[src/rtl/trap_ctrl_if.sv]
// Boundary/CSR bundle for the machine-mode trap sequencer.
// slave = trap_ctrl side, master = pipeline/CSR side.
interface trap_ctrl_if #(
  parameter int XLEN    = 32,
  parameter int CAUSE_W = 4
);
  logic               instr_valid_in;
  logic [XLEN-1:0]    pc_in;
  logic [5:0]         exc_flags_in;
  logic               mret_in;
  logic [2:0]         irq_pend_in;
  logic [2:0]         irq_en_in;
  logic               mstatus_mie_in;
  logic [XLEN-1:0]    mtvec_in;
  logic [XLEN-1:0]    mepc_in;

  logic               set_cause_out;
  logic [CAUSE_W-1:0] cause_out;
  logic               i_or_e_out;
  logic               set_epc_out;
  logic [XLEN-1:0]    epc_out;
  logic               mie_clear_out;
  logic               mie_restore_out;
  logic               flush_out;
  logic               stall_out;
  logic               redirect_out;
  logic [XLEN-1:0]    redirect_pc_out;

  modport master (
    output instr_valid_in, pc_in, exc_flags_in, mret_in, irq_pend_in, irq_en_in,
           mstatus_mie_in, mtvec_in, mepc_in,
    input  set_cause_out, cause_out, i_or_e_out, set_epc_out, epc_out, mie_clear_out,
           mie_restore_out, flush_out, stall_out, redirect_out, redirect_pc_out
  );

  modport slave (
    input  instr_valid_in, pc_in, exc_flags_in, mret_in, irq_pend_in, irq_en_in,
           mstatus_mie_in, mtvec_in, mepc_in,
    output set_cause_out, cause_out, i_or_e_out, set_epc_out, epc_out, mie_clear_out,
           mie_restore_out, flush_out, stall_out, redirect_out, redirect_pc_out
  );
endinterface

[src/rtl/trap_ctrl.sv]
// Machine-mode trap sequencer: arbitrates interrupts/exceptions/MRET at the instruction
// boundary and runs trap entry and return. Optional TRAP_CTRL_VECTORED_EN adds vectored mtvec.
module trap_ctrl #(
  parameter int XLEN    = 32,
  parameter int CAUSE_W = 4
) (
  input  logic        clock,
  input  logic        rst_in,
  trap_ctrl_if.slave  bus
);

  typedef enum logic [1:0] {IDLE, ENTER, REDIR, RET} state_t;

  localparam logic [XLEN-1:0] ALIGN_MASK = ~XLEN'(3);

  state_t             state_q;
  logic               set_cause_q;
  logic [CAUSE_W-1:0] cause_q;
  logic               i_or_e_q;
  logic               set_epc_q;
  logic [XLEN-1:0]    epc_q;
  logic               mie_clear_q;
  logic               mie_restore_q;
  logic               flush_q;
  logic               stall_q;
  logic               redirect_q;
  logic [XLEN-1:0]    redirect_pc_q;

  logic [2:0]         irq_act;
  logic               trap_hit;
  logic               trap_is_irq;
  logic [CAUSE_W-1:0] trap_cause;
  logic [XLEN-1:0]    vector_pc;

  // Winner selection: enabled interrupts (MEI > MSI > MTI) beat every exception.
  always_comb begin
    // NOTE: every always_comb output gets a default first so no path infers a latch.
    trap_hit    = 1'b1;
    trap_is_irq = 1'b0;
    trap_cause  = '0;
    irq_act     = bus.irq_pend_in & bus.irq_en_in & {3{bus.mstatus_mie_in}};
    if (irq_act[2]) begin
      trap_is_irq = 1'b1;
      trap_cause  = CAUSE_W'(11);
    end else if (irq_act[0]) begin
      trap_is_irq = 1'b1;
      trap_cause  = CAUSE_W'(3);
    end else if (irq_act[1]) begin
      trap_is_irq = 1'b1;
      trap_cause  = CAUSE_W'(7);
    end else if (bus.exc_flags_in[0]) trap_cause = CAUSE_W'(0);
    else if (bus.exc_flags_in[1])     trap_cause = CAUSE_W'(2);
    else if (bus.exc_flags_in[2])     trap_cause = CAUSE_W'(3);
    else if (bus.exc_flags_in[3])     trap_cause = CAUSE_W'(11);
    else if (bus.exc_flags_in[4])     trap_cause = CAUSE_W'(4);
    else if (bus.exc_flags_in[5])     trap_cause = CAUSE_W'(6);
    else                              trap_hit   = 1'b0;
  end

  // Handler address, using the cause/type latched during ENTER.
  always_comb begin
    vector_pc = bus.mtvec_in & ALIGN_MASK;
`ifdef TRAP_CTRL_VECTORED_EN
    if (i_or_e_q && bus.mtvec_in[1:0] == 2'b01)
      vector_pc = (bus.mtvec_in & ALIGN_MASK) + XLEN'({cause_q, 2'b00});
`endif
  end

  // NOTE: sequential state uses non-blocking assignments only, so every register samples
  // pre-edge values regardless of statement order.
  always_ff @(posedge clock or negedge rst_in) begin
    // NOTE: every register here is a control/output flop (no storage array), so all of
    // them are reset; this is what makes the outputs drop to 0 asynchronously.
    if (!rst_in) begin
      state_q       <= IDLE;
      set_cause_q   <= 1'b0;
      cause_q       <= '0;
      i_or_e_q      <= 1'b0;
      set_epc_q     <= 1'b0;
      epc_q         <= '0;
      mie_clear_q   <= 1'b0;
      mie_restore_q <= 1'b0;
      flush_q       <= 1'b0;
      stall_q       <= 1'b0;
      redirect_q    <= 1'b0;
      redirect_pc_q <= '0;
    end else begin
      set_cause_q   <= 1'b0;
      set_epc_q     <= 1'b0;
      mie_clear_q   <= 1'b0;
      mie_restore_q <= 1'b0;
      flush_q       <= 1'b0;
      stall_q       <= 1'b0;
      redirect_q    <= 1'b0;
      unique case (state_q)
        IDLE: begin
          if (bus.instr_valid_in) begin
            if (trap_hit) begin
              state_q     <= ENTER;
              set_cause_q <= 1'b1;
              cause_q     <= trap_cause;
              i_or_e_q    <= trap_is_irq;
              set_epc_q   <= 1'b1;
              epc_q       <= bus.pc_in;
              mie_clear_q <= 1'b1;
              flush_q     <= 1'b1;
              stall_q     <= 1'b1;
            end else if (bus.mret_in) begin
              state_q       <= RET;
              mie_restore_q <= 1'b1;
              redirect_q    <= 1'b1;
              flush_q       <= 1'b1;
              redirect_pc_q <= bus.mepc_in & ALIGN_MASK;
            end
          end
        end
        ENTER: begin
          state_q       <= REDIR;
          redirect_q    <= 1'b1;
          stall_q       <= 1'b1;
          redirect_pc_q <= vector_pc;
        end
        REDIR:   state_q <= IDLE;
        RET:     state_q <= IDLE;
        default: state_q <= IDLE;
      endcase
    end
  end

  assign bus.set_cause_out   = set_cause_q;
  assign bus.cause_out       = cause_q;
  assign bus.i_or_e_out      = i_or_e_q;
  assign bus.set_epc_out     = set_epc_q;
  assign bus.epc_out         = epc_q;
  assign bus.mie_clear_out   = mie_clear_q;
  assign bus.mie_restore_out = mie_restore_q;
  assign bus.flush_out       = flush_q;
  assign bus.stall_out       = stall_q;
  assign bus.redirect_out    = redirect_q;
  assign bus.redirect_pc_out = redirect_pc_q;

endmodule

[src/flat_wrapper.sv]
// flat-port wrapper written by rule: the top's interface ports become plain ports
module trap_ctrl_flat 
#(
  parameter int XLEN    = 32,
  parameter int CAUSE_W = 4
)
  (clock, rst_in, bus_instr_valid_in, bus_pc_in, bus_exc_flags_in, bus_mret_in, bus_irq_pend_in, bus_irq_en_in, bus_mstatus_mie_in, bus_mtvec_in, bus_mepc_in, bus_set_cause_out, bus_cause_out, bus_i_or_e_out, bus_set_epc_out, bus_epc_out, bus_mie_clear_out, bus_mie_restore_out, bus_flush_out, bus_stall_out, bus_redirect_out, bus_redirect_pc_out);
  trap_ctrl_if #(.XLEN(XLEN), .CAUSE_W(CAUSE_W)) bus_i ();
  input  logic clock;
  input  logic rst_in;
  input wire logic [$bits(bus_i.instr_valid_in)-1:0] bus_instr_valid_in;
  input wire logic [$bits(bus_i.pc_in)-1:0] bus_pc_in;
  input wire logic [$bits(bus_i.exc_flags_in)-1:0] bus_exc_flags_in;
  input wire logic [$bits(bus_i.mret_in)-1:0] bus_mret_in;
  input wire logic [$bits(bus_i.irq_pend_in)-1:0] bus_irq_pend_in;
  input wire logic [$bits(bus_i.irq_en_in)-1:0] bus_irq_en_in;
  input wire logic [$bits(bus_i.mstatus_mie_in)-1:0] bus_mstatus_mie_in;
  input wire logic [$bits(bus_i.mtvec_in)-1:0] bus_mtvec_in;
  input wire logic [$bits(bus_i.mepc_in)-1:0] bus_mepc_in;
  output wire logic [$bits(bus_i.set_cause_out)-1:0] bus_set_cause_out;
  output wire logic [$bits(bus_i.cause_out)-1:0] bus_cause_out;
  output wire logic [$bits(bus_i.i_or_e_out)-1:0] bus_i_or_e_out;
  output wire logic [$bits(bus_i.set_epc_out)-1:0] bus_set_epc_out;
  output wire logic [$bits(bus_i.epc_out)-1:0] bus_epc_out;
  output wire logic [$bits(bus_i.mie_clear_out)-1:0] bus_mie_clear_out;
  output wire logic [$bits(bus_i.mie_restore_out)-1:0] bus_mie_restore_out;
  output wire logic [$bits(bus_i.flush_out)-1:0] bus_flush_out;
  output wire logic [$bits(bus_i.stall_out)-1:0] bus_stall_out;
  output wire logic [$bits(bus_i.redirect_out)-1:0] bus_redirect_out;
  output wire logic [$bits(bus_i.redirect_pc_out)-1:0] bus_redirect_pc_out;
  assign bus_i.instr_valid_in = bus_instr_valid_in;
  assign bus_i.pc_in = bus_pc_in;
  assign bus_i.exc_flags_in = bus_exc_flags_in;
  assign bus_i.mret_in = bus_mret_in;
  assign bus_i.irq_pend_in = bus_irq_pend_in;
  assign bus_i.irq_en_in = bus_irq_en_in;
  assign bus_i.mstatus_mie_in = bus_mstatus_mie_in;
  assign bus_i.mtvec_in = bus_mtvec_in;
  assign bus_i.mepc_in = bus_mepc_in;
  assign bus_set_cause_out = bus_i.set_cause_out;
  assign bus_cause_out = bus_i.cause_out;
  assign bus_i_or_e_out = bus_i.i_or_e_out;
  assign bus_set_epc_out = bus_i.set_epc_out;
  assign bus_epc_out = bus_i.epc_out;
  assign bus_mie_clear_out = bus_i.mie_clear_out;
  assign bus_mie_restore_out = bus_i.mie_restore_out;
  assign bus_flush_out = bus_i.flush_out;
  assign bus_stall_out = bus_i.stall_out;
  assign bus_redirect_out = bus_i.redirect_out;
  assign bus_redirect_pc_out = bus_i.redirect_pc_out;
  trap_ctrl #(.XLEN(XLEN), .CAUSE_W(CAUSE_W)) u_core (.clock(clock), .rst_in(rst_in), .bus(bus_i));
endmodule
[config.mk]
export PLATFORM = sky130hd
export DESIGN_NAME = trap_ctrl_flat
export DESIGN_NICKNAME = d
export VERILOG_FILES = /design/src/rtl/trap_ctrl_if.sv /design/src/rtl/trap_ctrl.sv /design/src/flat_wrapper.sv
export SDC_FILE = /design/constraint.sdc
export NUM_CORES = 1
export LEC_CHECK = 0
export ABC_CLOCK_PERIOD_IN_PS = 2100
export CORE_ASPECT_RATIO = 0.6
export CORE_MARGIN = 3
export CORE_UTILIZATION = 35
export CTS_BUF_LIST = sky130_fd_sc_hd__clkbuf_16
export CTS_CLUSTER_DIAMETER = 60
export CTS_CLUSTER_SIZE = 28
export DETAILED_ROUTE_END_ITERATION = 12
export PLACE_DENSITY = 0.74
export SLEW_MARGIN = 20
export SYNTH_ARGS = -nofsm -noshare
export SYNTH_HDL_FRONTEND = slang
export SYNTH_SLANG_ARGS = --single-unit
[constraint.sdc]
create_clock -name clock -period 2.1 [get_ports clock]
set_clock_uncertainty 0.2 [all_clocks]
set_input_delay 0.42 -clock clock [delete_from_list [all_inputs] [get_ports clock]]
set_output_delay 0.42 -clock clock [all_outputs]
set_load 0.02 [all_outputs]
==> run metrics <==
register bit count reported by yosys=between 70 and 80; final instance area=around 5500 um2; TNS Setup=0 ns; clock-pin slew of the registers on the worst-case setup and hold paths=0.06 ns; Fmax=0.489 GHz; vias post-DR=2646; largest fanout on the critical path=11; class of the tightest hold or removal check=input pin to async pin; most frequent standard cell in the layout excluding fill and tap cells=clkdlybuf4s50_1; largest cells by area after synthesis=dfrtp_1 (59%), mux2_2 (11%), o221a_1 (9.3%); chip height=~80 um; Placement Setup Slack=-0.381 ns; total clock buffers created by CTS=9; number of filler cells placed in the layout=697; Multi-input gate area=between 1000 and 1500 um2; largest incremental delay on the critical path=about 0.45 ns; proportion of register bits with asynchronous set or reset after synthesis=100%; top-level port count=189; cell type contributing the most total cell area after synthesis=dfrtp_1; most frequently used flop master after synthesis=dfrtp_1; Worst setup SP type=input pin; Yosys top cell area share=about 59%; final antenna-violating net count=0; drc violations=0; DIE WIDTH=roughly 130 um; Final min period=approximately 2 ns; half-perimeter wire length of the detailed placement result=approximately 7 mm; violation count after the first detailed-route iteration=95; leading cell types in the layout, fill and taps excluded=clkdlybuf4s50_1 (177), dfrtp_1 (74), nand2b_1 (31); Reg2Reg Launch Point=u_core.state_q[1]$_DFFE_PN0P_; share of layout cells above drive strength 1=between 15 and 20%; total congestion overflow after global routing=0; average footprint of a synthesized cell=roughly 14 um2; post-synthesis cell type count=33; die area=just over 10000 um2; critical path startpoint=bus_irq_pend_in[1]; VDD IR-drop max=roughly 0.76 mV; number of synthesized flops with an enable pin=0; sequential standard cell area=about 1900 um2; reported leakage power=about 0.0022 uW; count of final hold-check violations=0; number of iterations in the first detailed-routing pass=4; type of the worst setup path=input pin to flip-flop; worst path buffer plus inverter count=2; number of global-route vias before repair=2758; initial core utilization=roughly 36%; kind of capture point of the worst setup path=flip-flop; DR WL/cell=17.2 um; number of inserted diodes=0; critical path data required time=2.11 ns; weighted congestion at the end of routability-driven global placement=around 0.77; Total Routing Usage GR=18.4%; Total Power=7970 uW; count of yosys warnings during synthesis=0; Port Buffers=between 150 and 200; cell chain of the critical path=clkdlybuf4s50_1 > a22oi_2 > o2111ai_2 > nand2_2 > bufbuf_16 > mux2_2; final worst-path setup slack=~0.057 ns; global-route wire length before repair=around 15 mm; post-route fraction of the period consumed by the critical path=between 90% and 100%; Placement Cell Area=5160 um2; outcome=completed; Syn-to-layout area delta=74.2%; data arrival time of the critical path=between 2 and 2.5 ns; num rows=26; deepest level of the CTS H-tree=3; Setup-failing EPs final=0; post-synthesis sequential area ratio=around 59%; drt via density=4.90; cell area power density=approximately 1400 nW/um2; Clock Sink Count=74; core area=around 8700 um2; number of buffers between clock root and the deepest sink=2; layout net count=between 500 and 600; final wirelength=between 9 and 10 mm; Root Buffer=clkbuf_16; max-slew violations=0; maximum number of pins on one net before global-route repair=38; insertion delay of the later-clocked pin in the worst-skew pair=about 0.33 ns; synthesized netlist cell count=225; area of the mapped netlist=around 3200 um2; number of antenna violations at the first check in global routing=0; Max Cap Viol=0; slowest cell on the critical path=clkdlybuf4s50_1; TritonCTS clock tree=built; crit-path leading delay family=buffers and inverters
## flip-flops by register name (all words and copies together), names as in the netlist
signal,count
u_core.bus.cause_out,4
u_core.bus.epc_out,32
u_core.bus.flush_out,1
u_core.bus.i_or_e_out,1
u_core.bus.mie_clear_out,1
u_core.bus.mie_restore_out,1
u_core.bus.redirect_out,1
u_core.bus.redirect_pc_out,30
u_core.bus.stall_out,1
u_core.state_q,2
## per-layer routing
layer	global-route usage, %	part of all wire (%)	vias to the layer above
met5	0	0	-
met4	4.09	0.91	0
met3	10.1	13	8
met2	28.9	45	134
met1	22.3	41	1283
li1	-	-	1221
## final cells by class
class                           count  share of cell area (%)
Inverter                            3                   0.205
Sequential cell                    74                    33.7
Timing Repair Buffer              203                    37.4
Clock buffer                        9                    4.09
Clock inverter                      7                   0.819
Multi-Input combinational cell    132                    21.3
Tap cell                          112                    2.55
## per-stage QoR
step                utilization, %  std cells  hold slack (ns)
finish                        63.6        540            0.276
global route                  63.6        540            0.290
CTS                           63.5        540            0.258
detailed placement            59.6        519           0.0806
global placement              59.6        519           0.0795
floorplan                        -        226          -0.0756
## worst register-to-register path, cell delays in order, from the launching register on
cell and delay [ns]:
dfrtp_1 0.41, nor3b_1 0.22, buf_4 0.15, nand2_2 0.08, buf_4 0.15, buf_4 0.15
mux2_1 0.31
## path summary, 6_finish.rpt
check / end / slack, ns / cells past startpoint
worst max-delay path: u_core.bus.epc_out[8]$_DFFE_PN0P_ / 0.06 / 6
worst min-delay path: u_core.bus.redirect_pc_out[27]$_DFFE_PN0P_ / 0.28 / 2
worst max register to register: u_core.bus.epc_out[25]$_DFFE_PN0P_ / 0.30 / 6
worst min register to register: u_core.bus.epc_out[29]$_DFFE_PN0P_ / 0.29 / 1
max in group asynchronous: u_core.bus.redirect_pc_out[8]$_DFFE_PN0P_ / 0.84 / 3
min in group clock: u_core.bus.epc_out[29]$_DFFE_PN0P_ / 0.29 / 1
## timing repair
| item | CTS | global route |
|---|---|---|
| setup endpoints to repair | 32 | 27 |
| buffers inserted | 3 | 0 |
| gates resized for setup | 2 | 3 |
| hold buffers | 1 | 0 |
| gates cloned | 1 | 0 |
| pin swaps | 3 | 3 |
| hold endpoints to repair | 43 | 0 |
## report_power, final
part / leakage (uW) / switching [uW] / internal [uW] / total, uW
logic: 0.00125 / 1880 / 2200 / 4080
clock network: 0.000127 / 594 / 794 / 1390
registers: 0.000853 / 368 / 2130 / 2500
## Yosys cell counts, types with 2 or more instances
cell type  number
buf_6           7
o221a_1        26
clkbuf_1        3
nor2_1          4
nand2b_1       31
mux2_2         30
nand3_1         2
o221a_2         4
dfrtp_1        74
nand2_1         6
buf_4           4
o21ai_0         4
mux2_1          6
inv_1           3
buf_2           3
## cells by family (layout without fill, tap and decap cells)
group                  Yosys count  count (layout)  synth area share, %
AOI/OAI and AO/OA               42              42                 13.9
buffers and inverters           20             222                 4.64
DFF                             74              74                 58.6
muxes                           36              36                 12.8
other                            1               2                0.119
and+or+nand+nor                 52              52                 9.91
Power figures use the tool's default switching activity.
